===== src/rtl/nibsort_pkg.sv =====
// Shared types, default sizes and the key-ordering comparator for the nibble stream sorter.
// Define NIBBLE_SORT_DESCENDING_EN for descending order; the default build sorts ascending.
package nibsort_pkg;

  typedef enum logic {FILL, DRAIN} nibsort_state_e;

  localparam int DEF_W = 4;
  localparam int DEF_N = 4;

  // True when key a must be placed strictly ahead of key b; equal keys never
  // reorder, so a later arrival always lands behind earlier equal keys.
  function automatic logic key_before(input logic [31:0] a, input logic [31:0] b);
`ifdef NIBBLE_SORT_DESCENDING_EN
    return a > b;
`else
    return a < b;
`endif
  endfunction

endpackage


===== src/rtl/nibble_stream_sorter_if.sv =====
// Input and output key streams of the nibble stream sorter, bundled with master/slave views.
interface nibble_stream_sorter_if #(
  parameter int W = 4,
  parameter int N = 4
);
  logic           in_valid;
  logic           in_ready;
  logic [W-1:0]   in_data;
  logic           out_valid;
  logic           out_ready;
  logic [W-1:0]   out_data;
  logic           out_last;
  logic [N*W-1:0] out_word;

  modport slave (
    input  in_valid, in_data, out_ready,
    output in_ready, out_valid, out_data, out_last, out_word
  );

  modport master (
    output in_valid, in_data, out_ready,
    input  in_ready, out_valid, out_data, out_last, out_word
  );
endinterface


===== src/rtl/nibsort_slot.sv =====
// One sorted-buffer slot: holds, takes the incoming key, or shifts in its left neighbour.
module nibsort_slot
  import nibsort_pkg::*;
#(
  parameter int W        = DEF_W,
  parameter bit IS_FIRST = 1'b0
) (
  input  logic [W-1:0] i_new_key,
  input  logic [W-1:0] i_left_key,
  input  logic [W-1:0] i_own_key,
  input  logic         i_enable,
  input  logic         i_own_used,
  output logic [W-1:0] o_next_key
);

  logic w_before_own;
  logic w_before_left;

  // An empty slot behaves as if it held a key that sorts after everything.
  assign w_before_own  = !i_own_used || key_before(32'(i_new_key), 32'(i_own_key));
  assign w_before_left = !IS_FIRST && key_before(32'(i_new_key), 32'(i_left_key));

  always_comb begin
    o_next_key = i_own_key;
    if (i_enable) begin
      if (w_before_left) begin
        o_next_key = i_left_key;
      end else if (w_before_own) begin
        o_next_key = i_new_key;
      end
    end
  end

endmodule


===== src/rtl/nibble_stream_sorter.sv =====
// Serial insertion sorter: fills N keys, then drains them in order one per handshake.
// Sort direction follows NIBBLE_SORT_DESCENDING_EN (see nibsort_pkg).
module nibble_stream_sorter
  import nibsort_pkg::*;
#(
  parameter int W = DEF_W,
  parameter int N = DEF_N
) (
  input  logic                   clk,
  input  logic                   rst_n,
  input  logic                   i_flush,
  nibble_stream_sorter_if.slave  bus
);

  localparam int            CW   = (N > 1) ? $clog2(N) : 1;
  localparam logic [CW-1:0] LAST = CW'(N - 1);

  nibsort_state_e r_state;
  nibsort_state_e w_state_next;
  logic [CW-1:0]  r_wr_cnt;
  logic [CW-1:0]  r_rd_idx;
  logic [W-1:0]   r_buf      [N];
  logic [W-1:0]   w_buf_next [N];
  logic           w_accept;
  logic           w_handshake;
  logic           w_wr_last;
  logic           w_rd_last;

  assign w_accept    = bus.in_valid && (r_state == FILL);
  assign w_handshake = bus.out_ready && (r_state == DRAIN);
  assign w_wr_last   = (r_wr_cnt == LAST);
  assign w_rd_last   = (r_rd_idx == LAST);

  // Only slots 0..wr_cnt take part in an insertion; slots at or above wr_cnt are empty.
  for (genvar j = 0; j < N; j++) begin : g_slot
    logic         w_enable;
    logic         w_used;
    logic [W-1:0] w_left;

    assign w_enable = w_accept && (CW'(j) <= r_wr_cnt);
    assign w_used   = (CW'(j) < r_wr_cnt);

    if (j == 0) begin : g_first
      assign w_left = '0;
    end else begin : g_rest
      assign w_left = r_buf[j-1];
    end

    nibsort_slot #(
      .W        (W),
      .IS_FIRST (j == 0)
    ) u_slot (
      .i_new_key  (bus.in_data),
      .i_left_key (w_left),
      .i_own_key  (r_buf[j]),
      .i_enable   (w_enable),
      .i_own_used (w_used),
      .o_next_key (w_buf_next[j])
    );
  end

  always_comb begin
    w_state_next = r_state;
    if (i_flush) begin
      w_state_next = FILL;
    end else begin
      case (r_state)
        FILL:    if (w_accept && w_wr_last)    w_state_next = DRAIN;
        DRAIN:   if (w_handshake && w_rd_last) w_state_next = FILL;
        default: w_state_next = FILL;
      endcase
    end
  end

  always_ff @(posedge clk or negedge rst_n) begin
    if (!rst_n) begin
      r_state <= FILL;
    end else begin
      r_state <= w_state_next;
    end
  end

  // Flush beats a same-cycle accept or handshake, so that key is dropped.
  always_ff @(posedge clk or negedge rst_n) begin
    if (!rst_n) begin
      r_wr_cnt <= '0;
      r_rd_idx <= '0;
      for (int k = 0; k < N; k++) r_buf[k] <= '0;
    end else if (i_flush) begin
      r_wr_cnt <= '0;
      r_rd_idx <= '0;
    end else begin
      if (w_accept) begin
        r_wr_cnt <= w_wr_last ? '0 : r_wr_cnt + CW'(1);
        for (int k = 0; k < N; k++) r_buf[k] <= w_buf_next[k];
      end
      if (w_handshake) begin
        r_rd_idx <= w_rd_last ? '0 : r_rd_idx + CW'(1);
      end
    end
  end

  assign bus.in_ready  = (r_state == FILL);
  assign bus.out_valid = (r_state == DRAIN);

  always_comb begin
    bus.out_data = '0;
    bus.out_last = 1'b0;
    bus.out_word = '0;
    if (r_state == DRAIN) begin
      bus.out_data = r_buf[r_rd_idx];
      bus.out_last = w_rd_last;
      for (int k = 0; k < N; k++) bus.out_word[k*W +: W] = r_buf[k];
    end
  end

endmodule


===== src/flat_wrapper.sv =====
// flat-port wrapper written by rule: the top's interface ports become plain ports
module nibble_stream_sorter_flat import nibsort_pkg::*;
#(
  parameter int W = DEF_W,
  parameter int N = DEF_N
)
  (clk, rst_n, i_flush, bus_in_valid, bus_in_data, bus_out_ready, bus_in_ready, bus_out_valid, bus_out_data, bus_out_last, bus_out_word);
  nibble_stream_sorter_if #(.W(W), .N(N)) bus_i ();
  input  logic clk;
  input  logic rst_n;
  input  logic i_flush;
  input wire logic [$bits(bus_i.in_valid)-1:0] bus_in_valid;
  input wire logic [$bits(bus_i.in_data)-1:0] bus_in_data;
  input wire logic [$bits(bus_i.out_ready)-1:0] bus_out_ready;
  output wire logic [$bits(bus_i.in_ready)-1:0] bus_in_ready;
  output wire logic [$bits(bus_i.out_valid)-1:0] bus_out_valid;
  output wire logic [$bits(bus_i.out_data)-1:0] bus_out_data;
  output wire logic [$bits(bus_i.out_last)-1:0] bus_out_last;
  output wire logic [$bits(bus_i.out_word)-1:0] bus_out_word;
  assign bus_i.in_valid = bus_in_valid;
  assign bus_i.in_data = bus_in_data;
  assign bus_i.out_ready = bus_out_ready;
  assign bus_in_ready = bus_i.in_ready;
  assign bus_out_valid = bus_i.out_valid;
  assign bus_out_data = bus_i.out_data;
  assign bus_out_last = bus_i.out_last;
  assign bus_out_word = bus_i.out_word;
  nibble_stream_sorter #(.W(W), .N(N)) u_core (.clk(clk), .rst_n(rst_n), .i_flush(i_flush), .bus(bus_i));
endmodule

===== config.mk =====
export PLATFORM = sky130hd
export DESIGN_NAME = nibble_stream_sorter_flat
export DESIGN_NICKNAME = d
export VERILOG_FILES = /design/src/rtl/nibsort_pkg.sv /design/src/rtl/nibble_stream_sorter_if.sv /design/src/rtl/nibsort_slot.sv /design/src/rtl/nibble_stream_sorter.sv /design/src/flat_wrapper.sv
export SDC_FILE = /design/constraint.sdc
export NUM_CORES = 1
export LEC_CHECK = 0
export ABC_AREA = 1
export CAP_MARGIN = 20
export CORE_MARGIN = 5
export CORE_UTILIZATION = 35
export CTS_CLUSTER_DIAMETER = 40
export DETAILED_ROUTE_END_ITERATION = 8
export SLEW_MARGIN = 20
export SYNTH_ARGS = -nofsm -noshare
export SYNTH_HDL_FRONTEND = slang
export SYNTH_SLANG_ARGS = --single-unit

===== constraint.sdc =====
create_clock -name clk -period 4.1 [get_ports clk]
set_clock_uncertainty 0.05 [all_clocks]
set_input_delay 1.23 -clock clk [delete_from_list [all_inputs] [get_ports clk]]
set_output_delay 1.23 -clock clk [all_outputs]
set_load 0.03 [all_outputs]

==> summary by stage, run 1 <==
Outcome
The flow ran to the end, and the final reports show no timing, DRC or antenna violations.

Die
After floorplanning, the core was sized to cover 4720 µm². The effective utilization at floorplan is 36.1%. After floorplanning, the core was divided into 25 placement rows. The die covers 6370 µm².

The top-level I/O count is 32. The die is between 70 and 80 µm wide. The die extent in y is 79.8 µm.

Setup path
Walking the worst path, the cells encountered are inv_1, a21oi_1, o21ai_0, a21oi_1, clkdlybuf4s50_1. The critical path's largest stage delay is 0.70 ns. The launch point of the critical path is u_core.r_rd_idx[0]. The arrival time at the worst endpoint is 2.13 ns.

The class of the most critical setup path is flip-flop to primary output. The endpoint identified for the worst register-to-register timing path is u_core.g_slot[1].w_left[3]. The worst setup path is captured at a primary output. The source of the worst register-to-register timing path is u_core.g_slot[1].w_left[3]. The slowest stage of the critical path is the sky130_fd_sc_hd__clkdlybuf4s50_1 cell.

The worst setup path is launched from a flip-flop. For flop-to-flop paths, the worst setup slack is 2.40 ns. The maximum fanout along the worst path is 11. The most numerous cell type found on the critical path is sky130_fd_sc_hd__a21oi_1.

Data on the critical path is required at its endpoint by 2.82 ns. The worst register-to-register path has a depth of 8.

Clock tree
The CTS tree is yes. The clock latency of the later-clocked register in the worst-skew pair is 0.26 ns. The post-cts sizing count is 0.

The longest clock path from root to sink contains 2 buffers. For this design, the sink count on the clock tree is 21. In this run, post-CTS hold repair placed 0 buffers. Post-CTS timing repair inserted 0 buffers for setup. In this run, CTS created clock tree buffers numbering 3. The buffer cell driving the clock tree root is sky130_fd_sc_hd__clkbuf_8. The clock-pin slew on the worst setup and hold paths is 0.08 ns. In this run the number of H-tree levels came out at 1.

Finish
For this run, the number of standard cells in the final layout without fillers is 342. The area added between synthesis and finish is 25.1%. The fraction of final layout cells with drive strength greater than 1 is a little over a tenth. Counting the fill cells in the layout gives 506. The number of antenna repair diodes is 0. The number of nets in the finished design is 300.

Global route
The largest net degree at the start of global routing is 22. The total overflow left after global routing is 0. The number of antenna violations at the first check in global routing came to 0. The first global-routing pass estimated 7.47 mm of wire.

The via count of the first global-routing pass is 1589. Global routing used 15.1% of the available tracks across all layers.

Timing
The final cycle utilization of the critical path is 83.1%. Summed over all failing endpoints, the final setup total negative slack is 0 ns. Setup repair after global routing left no endpoint under its margin. The total count of max-transition violations in the final report came to 0.

Across all hold checks on the routed design, the worst slack comes to 0.458 ns. The slack of the critical path is 0.693 ns. The actual slew at the worst max-slew pin is 0.495 ns. The tightest slew margin relative to the limit is 67.0%. The clock period could shrink to 3.41 ns. For this run, the top clock speed supported by timing is 294 MHz.

The count of final hold-check violations is 0. Setup violations remaining at the end of the flow were counted as 0.

Place
Once detailed placement completed, the half-perimeter wirelength came to 3.40 mm. The number of placed instances, taps included, is 338. The congestion estimate from routability-driven global placement came to 0.853. OpenSTA, run right after detailed placement, puts the worst setup slack at 1.00 ns.

The number of buffers inserted by port buffering is 31.

Power and ir drop
Dividing total power by cell area gives a power density of 386 nW/µm². The power spent charging and discharging nets is between 300 and 400 µW. The maximum resistive drop on vdd is between 0.0001 and 0.00015 V. Of the total power, registers draw between 40% and 50%.

The internal portion of the total power is between 400 and 500 µW. The combinational fraction of design power is 41.1%. After layout, the design draws a total of 824 µW.

Net switching is 44.4% of the power. The share of power burned in the clock network is between 15 and 20%. The leakage power total is 1.14 nW.

Drt
In this run, the number of DRC markers left after iteration 0 of detailed routing was between 80 and 90. The post-detailed-route DRC marker count is 0. The per-cell via count in the routed design is 4.69. In the final routed layout, each cell accounts on average for around 13 µm. The total vias in the final route is 1604. The first detailed-routing pass took 4 iterations. The count of nets left with antenna violations once routing finished came out at 0. The routed design has 4.33 mm of wire.

Synthesis
The number of distinct standard cells referenced by the synthesized netlist is 20. The total of warnings raised by yosys is 0. Sorting the synthesized cells by how often they occur yields 75 x sky130_fd_sc_hd__nand2_1, 41 x sky130_fd_sc_hd__inv_1, 21 x sky130_fd_sc_hd__dfrtp_1. The cell count after synthesis is 242. The most used flip-flop cell after synthesis is sky130_fd_sc_hd__dfrtp_1. The most frequent cell after synthesis is sky130_fd_sc_hd__nand2_1. After synthesis, the cell types taking the most area are sky130_fd_sc_hd__dfrtp_1 31%, sky130_fd_sc_hd__nand2_1 17%, sky130_fd_sc_hd__ha_1 11%. The synthesized design devotes to its leading area cell type around 31% of total area. After synthesis the cells add up to between 1500 and 2000 µm². The average footprint of a synthesized cell is between 7 and 8 µm². The leading area contributor after synthesis is sky130_fd_sc_hd__dfrtp_1. The post-synthesis sequential element count is 21.

The number of nets in the synthesized netlist is between 200 and 300. Counting flops with a built-in enable in the synthesized netlist gives 0. For this run, asynchronously set or reset flops after synthesis account for 100%.

The share of the Yosys chip area taken by registers is 30.8%.

Worst hold path
The end point of the most critical hold path is u_core.g_slot[3].w_left[3]. The beginning of the worst hold path is u_core.g_slot[3].w_left[3]. The worst hold path passes through 2 cells. The type of the tightest min-delay check is flip-flop to flip-flop.

Flow run
Across the run, the number of max-cap violations was 0.
-- layout make-up --
| cell class | count | area (µm²) | area share, % |
|---|---|---|---|
| multi-input cells | 173 | 995 | 46.6 |
| repair buffers | 32 | 313 | 14.7 |
| well taps | 67 | 83.8 | 3.93 |
| inverters | 45 | 171 | 8.04 |
| flip-flops and latches | 21 | 526 | 24.6 |
| clock buffers | 4 | 45.0 | 2.11 |
-- worst max-delay path, delay by kind of cell (launching register included) --
kind	cells	cell delay, ns
AO/OA/AOI/OAI	3	0.44
buffers and inverters	2	0.90
flip-flops	1	0.53
-- worst max-delay path by stage --
stage | to | slack [ns]
floorplan | bus_out_word[0] | 1.51
global route | bus_out_data[1] | 0.53
global placement | bus_out_data[3] | 1.04
finish | bus_out_data[3] | 0.69
CTS | bus_out_data[3] | 0.70
detailed placement | bus_out_data[3] | 1.00
-- registers in the layout (all words and copies together), names as in the netlist --
signal / flops
u_core.r_buf: 4
u_core.g_slot.w_left: 12
u_core.r_wr_cnt: 2
u_core.bus.out_valid: 1
u_core.r_rd_idx: 2
-- cell families (layout without fill, tap and decap cells) --
group | count (synthesis) | in the layout | synth area share [%]
adder cells (fa/ha/maj) | 15 | 15 | 11.0
AND/OR/NAND/NOR | 116 | 116 | 34.0
AO/OA/AOI/OAI | 42 | 42 | 13.4
buffers and inverters | 48 | 81 | 10.9
flip-flops | 21 | 21 | 30.8
-- layer usage --
| metal | up-vias | routed length (µm) | GRT usage [%] |
|---|---|---|---|
| met1 | 727 | 2090 | 19.6 |
| met2 | 44 | 1920 | 24.8 |
| met4 | 0 | 95 | 6.42 |
| met3 | 8 | 226 | 2.48 |
| met5 | - | 0 | 0 |
| li1 | 825 | - | - |
-- power by group through the flow --
stage	clock network (mW)	logic (mW)	registers [mW]
after CTS	0.144	0.343	0.344
final	0.142	0.339	0.344
after floorplan	0	0.271	0.314
after detailed placement	0	0.342	0.348
after global placement	0	0.339	0.349
after global routing	0.153	0.400	0.352
-- per-stage QoR --
| step | cell area, µm² | utilization [%] |
|---|---|---|
| 6_report | 2130 | 45.2 |
| 5_1_grt | 2130 | 45.2 |
| 4_1_cts | 2140 | 45.3 |
| 3_5_place_dp | 2090 | 44.3 |
| 3_3_place_gp | 2090 | 44.3 |
| 2_1_floorplan | 1710 | - |
-- cells in the final DEF, fill, tap and decap left out, types with 14 or more instances in the layout --
master	netlist	layout
sky130_fd_sc_hd__inv_1	41	41
sky130_fd_sc_hd__o21ai_0	17	17
sky130_fd_sc_hd__dfrtp_1	21	21
sky130_fd_sc_hd__clkdlybuf4s50_1	0	30
sky130_fd_sc_hd__nand3_1	19	19
sky130_fd_sc_hd__ha_1	15	15
sky130_fd_sc_hd__a21oi_1	14	14
sky130_fd_sc_hd__nand2_1	75	75
(Power assumes the default switching activity.)
==> inputs of run 2 (changes only) <==
==> constraint.sdc (replaced) <==
create_clock -name clk -period 3.3 [get_ports clk]
set_clock_uncertainty 0.05 [all_clocks]
set_input_delay 0.99 -clock clk [delete_from_list [all_inputs] [get_ports clk]]
set_output_delay 0.99 -clock clk [all_outputs]
set_load 0.03 [all_outputs]
==> summary by stage, run 2 (synthesis results as in run 1) <==
Setup path
Traced cell by cell, the critical path runs through inv_1, a21oi_1, o21ai_0, a21oi_1, clkdlybuf4s50_1. The arrival time at the worst endpoint is 2.02 ns (-0.11 ns). The type of destination of the critical path is a primary output. STA classifies the critical path startpoint as a flip-flop. The maximum fanout along the worst path came to 11 (unchanged). The worst path buffer plus inverter count is 2 (unchanged). On the critical path the largest part of the delay comes from buffers and inverters. The endpoint required time on the critical path is 2.26 ns (-0.56 ns). The critical path is of the flip-flop to primary output type.

The slowest stage cell on the critical path is sky130_fd_sc_hd__clkdlybuf4s50_1. In this run the worst setup path begins at u_core.r_rd_idx[0]. The critical path's largest stage delay was 0.71 ns (about the same). The most common cell type on the critical path is sky130_fd_sc_hd__a21oi_1. The startpoint identified for the worst register-to-register timing path is u_core.g_slot[2].w_left[3].

Die
The top-level I/O count is 32 (unchanged). The area of the die is 6370 µm² (unchanged). The horizontal extent of the die is 79.8 µm (unchanged). The floorplan row count is 25 (unchanged). The effective utilization at floorplan is 36.1% (unchanged). The die extent in y came to 79.8 µm (unchanged). The area of the placeable core came to 4720 µm² (unchanged).

Global route
The via count of the first global-routing pass is 1583 (-0.38%). The residual overflow from global routing is 0 (unchanged). The largest net degree at the start of global routing is 22 (unchanged). The number of antenna violations at the first check in global routing is 0 (unchanged). The total global routing track utilization is 15.3% (+0.16 points).

The global-route wire length before repair came to 7.60 mm (+1.8%).

Finish
The most common library cell in the layout ignoring fill and taps is sky130_fd_sc_hd__nand2_1. The number of antenna repair diodes came to 0 (unchanged). The area growth from synthesis to layout is 25.9%. In the layout the commonest cells are 75 x sky130_fd_sc_hd__nand2_1, 41 x sky130_fd_sc_hd__inv_1, 31 x sky130_fd_sc_hd__clkdlybuf4s50_1, 20 x sky130_fd_sc_hd__dfrtp_1, 19 x sky130_fd_sc_hd__nand3_1. The number of nets in the finished design is 301 (+0.33%). The flip-flop count of the largest register after layout is 12 (unchanged). The fraction of final layout cells with drive strength greater than 1 was 10.9% (+0.32 points).

Drt
The total vias in the final route is 1576 (-1.7%). The met1 routed wirelength after detailed routing is 2.17 mm (+4.1%). The aggregate routed wire length is 4.36 mm (+0.83%). The top layer reached by signal wires is met4. The count of nets left with antenna violations after detail routing was 0 (unchanged). The detailed router's first-iteration violation count is 93 (+4.5%). The routed wire length per instance is 12.7 µm (+0.54%). The number of iterations in the first detailed-routing pass is 5 (+1).

The post-detailed-route DRC marker count was 0 (unchanged). The total met2 wirelength after detailed routing came to 1.89 mm (-1.5%). The routed wire length on met3 is 224 µm (-0.88%). The per-cell via count in the routed design was 4.59 (-2.0%).

Timing
The total count of max-transition violations in the final report was 0 (unchanged). The tightest slew margin relative to the limit was 77.4% (+10 points). The aggregate negative setup slack is 0 ns (unchanged).

The final cycle utilization of the critical path is 92.6%. Setup repair after global routing left no endpoint under its margin. The maximum clock frequency is 327 MHz. The count of final hold-check violations is 0 (unchanged). The time the final worst path needs with I/O delays and setup is 3.06 ns. The final-report setup violation count is 0 (unchanged).

The actual slew at the worst max-slew pin is 0.337 ns (-0.158 ns). The final-layout worst hold slack is 0.467 ns (+0.00841 ns).

Clock tree
The CTS tree is yes. The deepest clock path buffer count is 2 (unchanged). The buffer cell driving the clock tree root is sky130_fd_sc_hd__clkbuf_8.

The clock-pin slew on the worst setup and hold paths came to 0.08 ns (about the same). The number of hold buffers added after cts was 0 (unchanged). The clock latency of the later-clocked register in the worst-skew pair is 0.27 ns (about the same).

The H-tree depth is 1 (unchanged). The number of buffers created by CTS was 3 (unchanged). The post-CTS setup buffer count is 0 (unchanged). The clock sink count is 21 (unchanged).

Place
The routability congestion estimate from global placement came to 0.848 (-0.63%). The half-perimeter wire length of the detailed placement result is 3.41 mm (+0.43%). The number of buffers inserted by port buffering is 31 (unchanged).

Worst hold path
In this run the worst hold path is classified as flip-flop to flip-flop. In this run the most critical hold path is launched from u_core.g_slot[3].w_left[3].

Power and ir drop
The final total power is 1.03 mW (+25%). The leakage power total is 1.14 nW (+0.27%). The maximum resistive drop on vdd came to 0.000159 V (+30%). The power density of the placed cells is 482 nW/µm² (+25%).

Flow run
The number of max-capacitance violations reported was 0 (unchanged).

Outcome
The run finished with clean final reports.
[run 2: final cells by class]
cell class              count  area [µm²]
well taps                  67        83.8
multi-input cells         173         995
inverters                  45         171
fillers                   501        2580
flip-flops and latches     21         527
repair buffers             33         325
clock buffers               4        45.0
[run 2: power by group]
part	internal (mW)	switching (mW)	total (mW)
Combinational	0.156	0.273	0.428
Clock	0.0863	0.0930	0.179
Sequential	0.329	0.0976	0.427
Total	0.571	0.463	1.03
[run 2: worst reg2reg max path, stage by stage, from the launching register on]
cell,delay (ns)
sky130_fd_sc_hd__dfrtp_1,0.41
sky130_fd_sc_hd__inv_1,0.09
sky130_fd_sc_hd__ha_1,0.30
sky130_fd_sc_hd__a21oi_2,0.32
sky130_fd_sc_hd__nand2_4,0.13
sky130_fd_sc_hd__nand3_4,0.13
sky130_fd_sc_hd__nand2_4,0.07
sky130_fd_sc_hd__nand2_1,0.07
sky130_fd_sc_hd__nand2_1,0.05
[run 2: per-stage QoR]
stage          area (µm²)  util [%]  setup slack [ns]  std cells
3_3_place_gp         2100      44.5             0.483        339
5_1_grt              2150      45.5            0.0981        343
6_report             2150      45.5             0.245        343
4_1_cts              2150      45.4             0.143        343
2_1_floorplan        1710         -             0.951        242
3_5_place_dp         2100      44.5             0.439        339
[run 2: repair_timing]
item                                   4_1_cts  5_1_grt
endpoints found under the hold margin        0        0
setup endpoints to repair                    0        2
gates resized for setup                      0        1
[run 2: layer usage]
metal  up-vias  track usage (%)
met5         -                0
met4         0             5.57
met3         8             2.26
met2        45             24.5
met1       690             20.8
li1        833                -
[run 2: path summary, 6_finish.rpt]
path	end	slack, ns	depth (start not counted)
setup / recovery	bus_out_data[1]	0.24	5
hold / removal	u_core.g_slot[3].w_left[3]	0.47	2
setup reg to reg	u_core.g_slot[3].w_left[3]	1.58	8
hold reg to reg	u_core.g_slot[3].w_left[3]	0.47	2
max in group asynchronous	u_core.r_rd_idx[0]	1.93	2
min in group asynchronous	u_core.g_slot[2].w_left[0]	1.01	2
==> inputs of run 3 (changes only) <==
--- a/config.mk
+++ b/config.mk
@@ -5,9 +5,9 @@
 export SDC_FILE = /design/constraint.sdc
 export NUM_CORES = 1
 export LEC_CHECK = 0
-export ABC_AREA = 1
+export ABC_AREA = 0
 export CAP_MARGIN = 20
-export CORE_MARGIN = 5
+export CORE_MARGIN = 3
 export CORE_UTILIZATION = 35
 export CTS_CLUSTER_DIAMETER = 40
 export DETAILED_ROUTE_END_ITERATION = 8
==> summary by stage, run 3 <==
Global route
The via count of the first global-routing pass is 1269 (-20%). The total global routing track utilization is 16.6% (+1.3 points). The largest net degree at the start of global routing is 22 (unchanged).

The residual overflow from global routing is 0 (unchanged). The number of antenna violations at the first check in global routing came to 0 (unchanged). The global-route wire length before repair is 6.67 mm (-12%).

Drt
The post-detailed-route DRC marker count came to 0 (unchanged). The per-cell via count in the routed design is 5.27 (+15%). The detailed router's first-iteration violation count came to 34 (-63%). The number of iterations in the first detailed-routing pass is 5 (unchanged). The count of nets left with antenna violations after detail routing was 0 (unchanged). The aggregate routed wire length is 4.00 mm (-8.2%).

The routed wire length per instance was 16.5 µm (+30%). The total vias in the final route is 1276 (-19%).

Die
The top-level I/O count is 32 (unchanged). The effective utilization at floorplan is 37.7% (+1.5 points). The area of the die is 5290 µm² (-17%). The horizontal extent of the die is 72.8 µm (-8.8%). The die extent in y was 72.8 µm (-8.8%). The area of the placeable core was 4140 µm² (-12%). The floorplan row count is 23 (-8.0%).

Power and ir drop
The maximum resistive drop on vdd was 0.000239 V (+50%). The leakage power total is 0.854 nW (-25%). The power density of the placed cells is 541 nW/µm² (+12%).

Place
The number of buffers inserted by port buffering is 31 (unchanged). The minimum setup slack after placement was 0.0937 ns (-0.346 ns). The half-perimeter wire length of the detailed placement result is 3.17 mm (-7.1%). The post-placement cell area came to 1950 µm² (-7.4%). The number of cells in the design after placement is 238 (-30%). The routability congestion estimate from global placement is 0.802 (-5.4%).

Setup path
The cell count of the worst reg-to-reg path is 6 (-2). The maximum fanout along the worst path is 6 (-5). The arrival time at the worst endpoint was 2.08 ns (+0.06 ns).

The register-to-register path setup slack is 1.20 ns (-0.38 ns). Grouping stages by cell kind, the critical path spends the most delay in buffers and inverters. The critical path is of the flip-flop to primary output type. The endpoint required time on the critical path came to 2.26 ns (about the same). The type of destination of the critical path is a primary output. The worst register-to-register path begins at u_core.g_slot[3].w_left[3].

The worst path buffer plus inverter count is 1 (-1). The critical path's largest stage delay came to 0.59 ns (-0.12 ns). The number of cells on the critical path is 3 (-2). The critical path ends at bus_out_data[3]. In this run the worst setup path begins at u_core.r_rd_idx[1]. STA classifies the critical path startpoint as a flip-flop. The endpoint identified for the worst register-to-register timing path is u_core.g_slot[3].w_left[2].

The slowest stage of the critical path belongs to the cell sky130_fd_sc_hd__clkdlybuf4s50_1. Traced cell by cell, the critical path runs through mux4_2, and2_1, clkdlybuf4s50_1.

Timing
The aggregate negative setup slack is 0 ns (unchanged). The slack of the critical path is 0.184 ns (-0.0610 ns). The tightest slew margin relative to the limit was 68.7% (-8.7 points). The count of final hold-check violations is 0 (unchanged).

The total count of max-transition violations in the final report came to 0 (unchanged). The maximum clock frequency came to 321 MHz (-2.0%). The final-report setup violation count is 0 (unchanged).

The time the final worst path needs with I/O delays and setup is 3.12 ns (+0.0610 ns). The actual slew at the worst max-slew pin came to 0.458 ns (+0.120 ns). The final cycle utilization of the critical path came to 94.4% (+1.8 points). Setup repair after global routing left no endpoint under its margin.

Synthesis
sky130_fd_sc_hd__dfrtp_1 takes more of the synthesized area than any other cell. The total of warnings raised by yosys came to 0 (unchanged). Among all cell types in the netlist, the one instantiated most often is sky130_fd_sc_hd__dfrtp_1. The number of distinct standard cells referenced by the synthesized netlist is 33 (+65%). The fraction of post-synthesis cell area in the top cell type by area is 33.7% (+2.9 points).

The post-synthesis sequential element count came to 21 (unchanged). The portion of the post-synthesis area used by sequential elements is 33.7% (+2.9 points). The combined area of all synthesized cells is 1560 µm² (-8.5%).

The average footprint of a synthesized cell is 9.94 µm² (+41%). The number of nets in the synthesized netlist is 181 (-32%). The cell count after synthesis came to 157 (-35%).

The number of enable-type register cells in the synthesized netlist is 0 (unchanged). Ranked by total cell area, the synthesized netlist is headed by sky130_fd_sc_hd__dfrtp_1 34%, sky130_fd_sc_hd__ha_1 12%, sky130_fd_sc_hd__mux2i_1 7.7%. In the synthesized netlist, the cells that appear most often are 21 x sky130_fd_sc_hd__dfrtp_1, 20 x sky130_fd_sc_hd__nor2_1, 15 x sky130_fd_sc_hd__ha_1.

Among all flip-flop cells after synthesis, the most frequent one is sky130_fd_sc_hd__dfrtp_1. The share of async-settable or async-resettable flops after synthesis is 100% (unchanged).

Finish
The fraction of final layout cells with drive strength greater than 1 came to 12.5% (+1.6 points). The layout filler cell count is 396 (-21%). The area of combinational cells with multiple inputs came to 968 µm² (-2.6%). The number of antenna repair diodes is 0 (unchanged). The area taken by flip-flops and latches is 526 µm² (-0.24%). The count of non-filler cells in the finished layout is 242 (-29%).

The most common library cell in the layout ignoring fill and taps is sky130_fd_sc_hd__clkdlybuf4s50_1. The area added between synthesis and finish is 27.6%. In the layout the commonest cells are 31 x sky130_fd_sc_hd__clkdlybuf4s50_1, 21 x sky130_fd_sc_hd__dfrtp_1, 20 x sky130_fd_sc_hd__nor2_1, 15 x sky130_fd_sc_hd__ha_1. The final design instance area without fill is 1990 µm² (-7.3%). The flip-flop count of the largest register after layout came to 12 (unchanged). The number of nets in the finished design is 217 (-28%).

Worst hold path
The type of the tightest min-delay check is flip-flop to flip-flop. The cell count of the worst hold path came to 2 (unchanged).

Clock tree
The number of hold buffers added after cts is 0 (unchanged). The post-cts sizing count is 0 (unchanged). The deepest clock path buffer count is 2 (unchanged). The H-tree depth came to 1 (unchanged). The post-CTS setup buffer count is 0 (unchanged). The number of buffers created by CTS is 3 (unchanged). TritonCTS built the clock tree. The clock sink count was 21 (unchanged). The clock-pin slew on the worst setup and hold paths is 0.08 ns (about the same).

The buffer cell driving the clock tree root is sky130_fd_sc_hd__clkbuf_8. The clock latency of the later-clocked register in the worst-skew pair is 0.27 ns (about the same).

Outcome
The run finished with clean final reports.

Flow run
The number of max-capacitance violations reported came to 0 (unchanged).
==> run 3: how the worst min path moves through the flow <==
| stage | endpoint | slack [ns] | startpoint |
|---|---|---|---|
| 2_1_floorplan | u_core.r_buf[0] | 0.45 | u_core.r_buf[0] |
| 3_3_place_gp | u_core.r_buf[2] | 0.47 | u_core.r_buf[2] |
| 3_5_place_dp | u_core.r_buf[1] | 0.49 | u_core.r_buf[1] |
| 4_1_cts | u_core.r_buf[1] | 0.51 | u_core.r_buf[1] |
| 5_1_grt | u_core.r_buf[3] | 0.54 | u_core.r_buf[3] |
| 6_report | u_core.r_buf[1] | 0.50 | u_core.r_buf[1] |
==> run 3: layer usage <==
layer | part of all wire [%] | track usage [%]
met1 | 45 | 23.2
met2 | 46 | 26.6
met3 | 7.2 | 2.20
met4 | 1.2 | 4.92
met5 | 0 | 0
==> run 3: tightest hold or removal path: cells and delay by family (launching register included) <==
| family | cells | cell delay, ns |
|---|---|---|
| flops | 1 | 0.36 |
| simple gates | 1 | 0.05 |
| compound gates | 1 | 0.10 |
==> run 3: stage by stage <==
stage / hold WS (ns) / util, % / total power [mW]
floorplan: 0.454 / - / 0.734
global placement: 0.474 / 47.0 / 0.886
detailed placement: 0.488 / 47.0 / 0.901
CTS: 0.511 / 48.0 / 1.08
global route: 0.540 / 48.0 / 1.16
finish: 0.503 / 48.0 / 1.08
==> run 3: logic make-up after synthesis <==
logic type                 after synthesis  share of synthesized area, %
and+or+nand+nor                         49                          17.1
AOI/OAI and AO/OA                       33                          14.9
muxes                                   22                          18.0
DFF                                     21                          33.7
buffers and inverters                   17                          4.25
adders and majority gates               15                          12.0
==> run 3: final cells by class <==
class | instances | share of cell area [%]
multi-input combinational | 119 | 48.6
sequential | 21 | 26.4
timing repair buffer | 35 | 17.1
tap | 50 | 3.14
inverter | 13 | 2.45
clock buffer | 4 | 2.26
==> run 3: power breakdown <==
group / internal (mW) / switching, mW / total [mW]
Combinational: 0.214 / 0.264 / 0.478
Clock: 0.0864 / 0.0924 / 0.179
Sequential: 0.333 / 0.0867 / 0.420
Total: 0.633 / 0.443 / 1.08
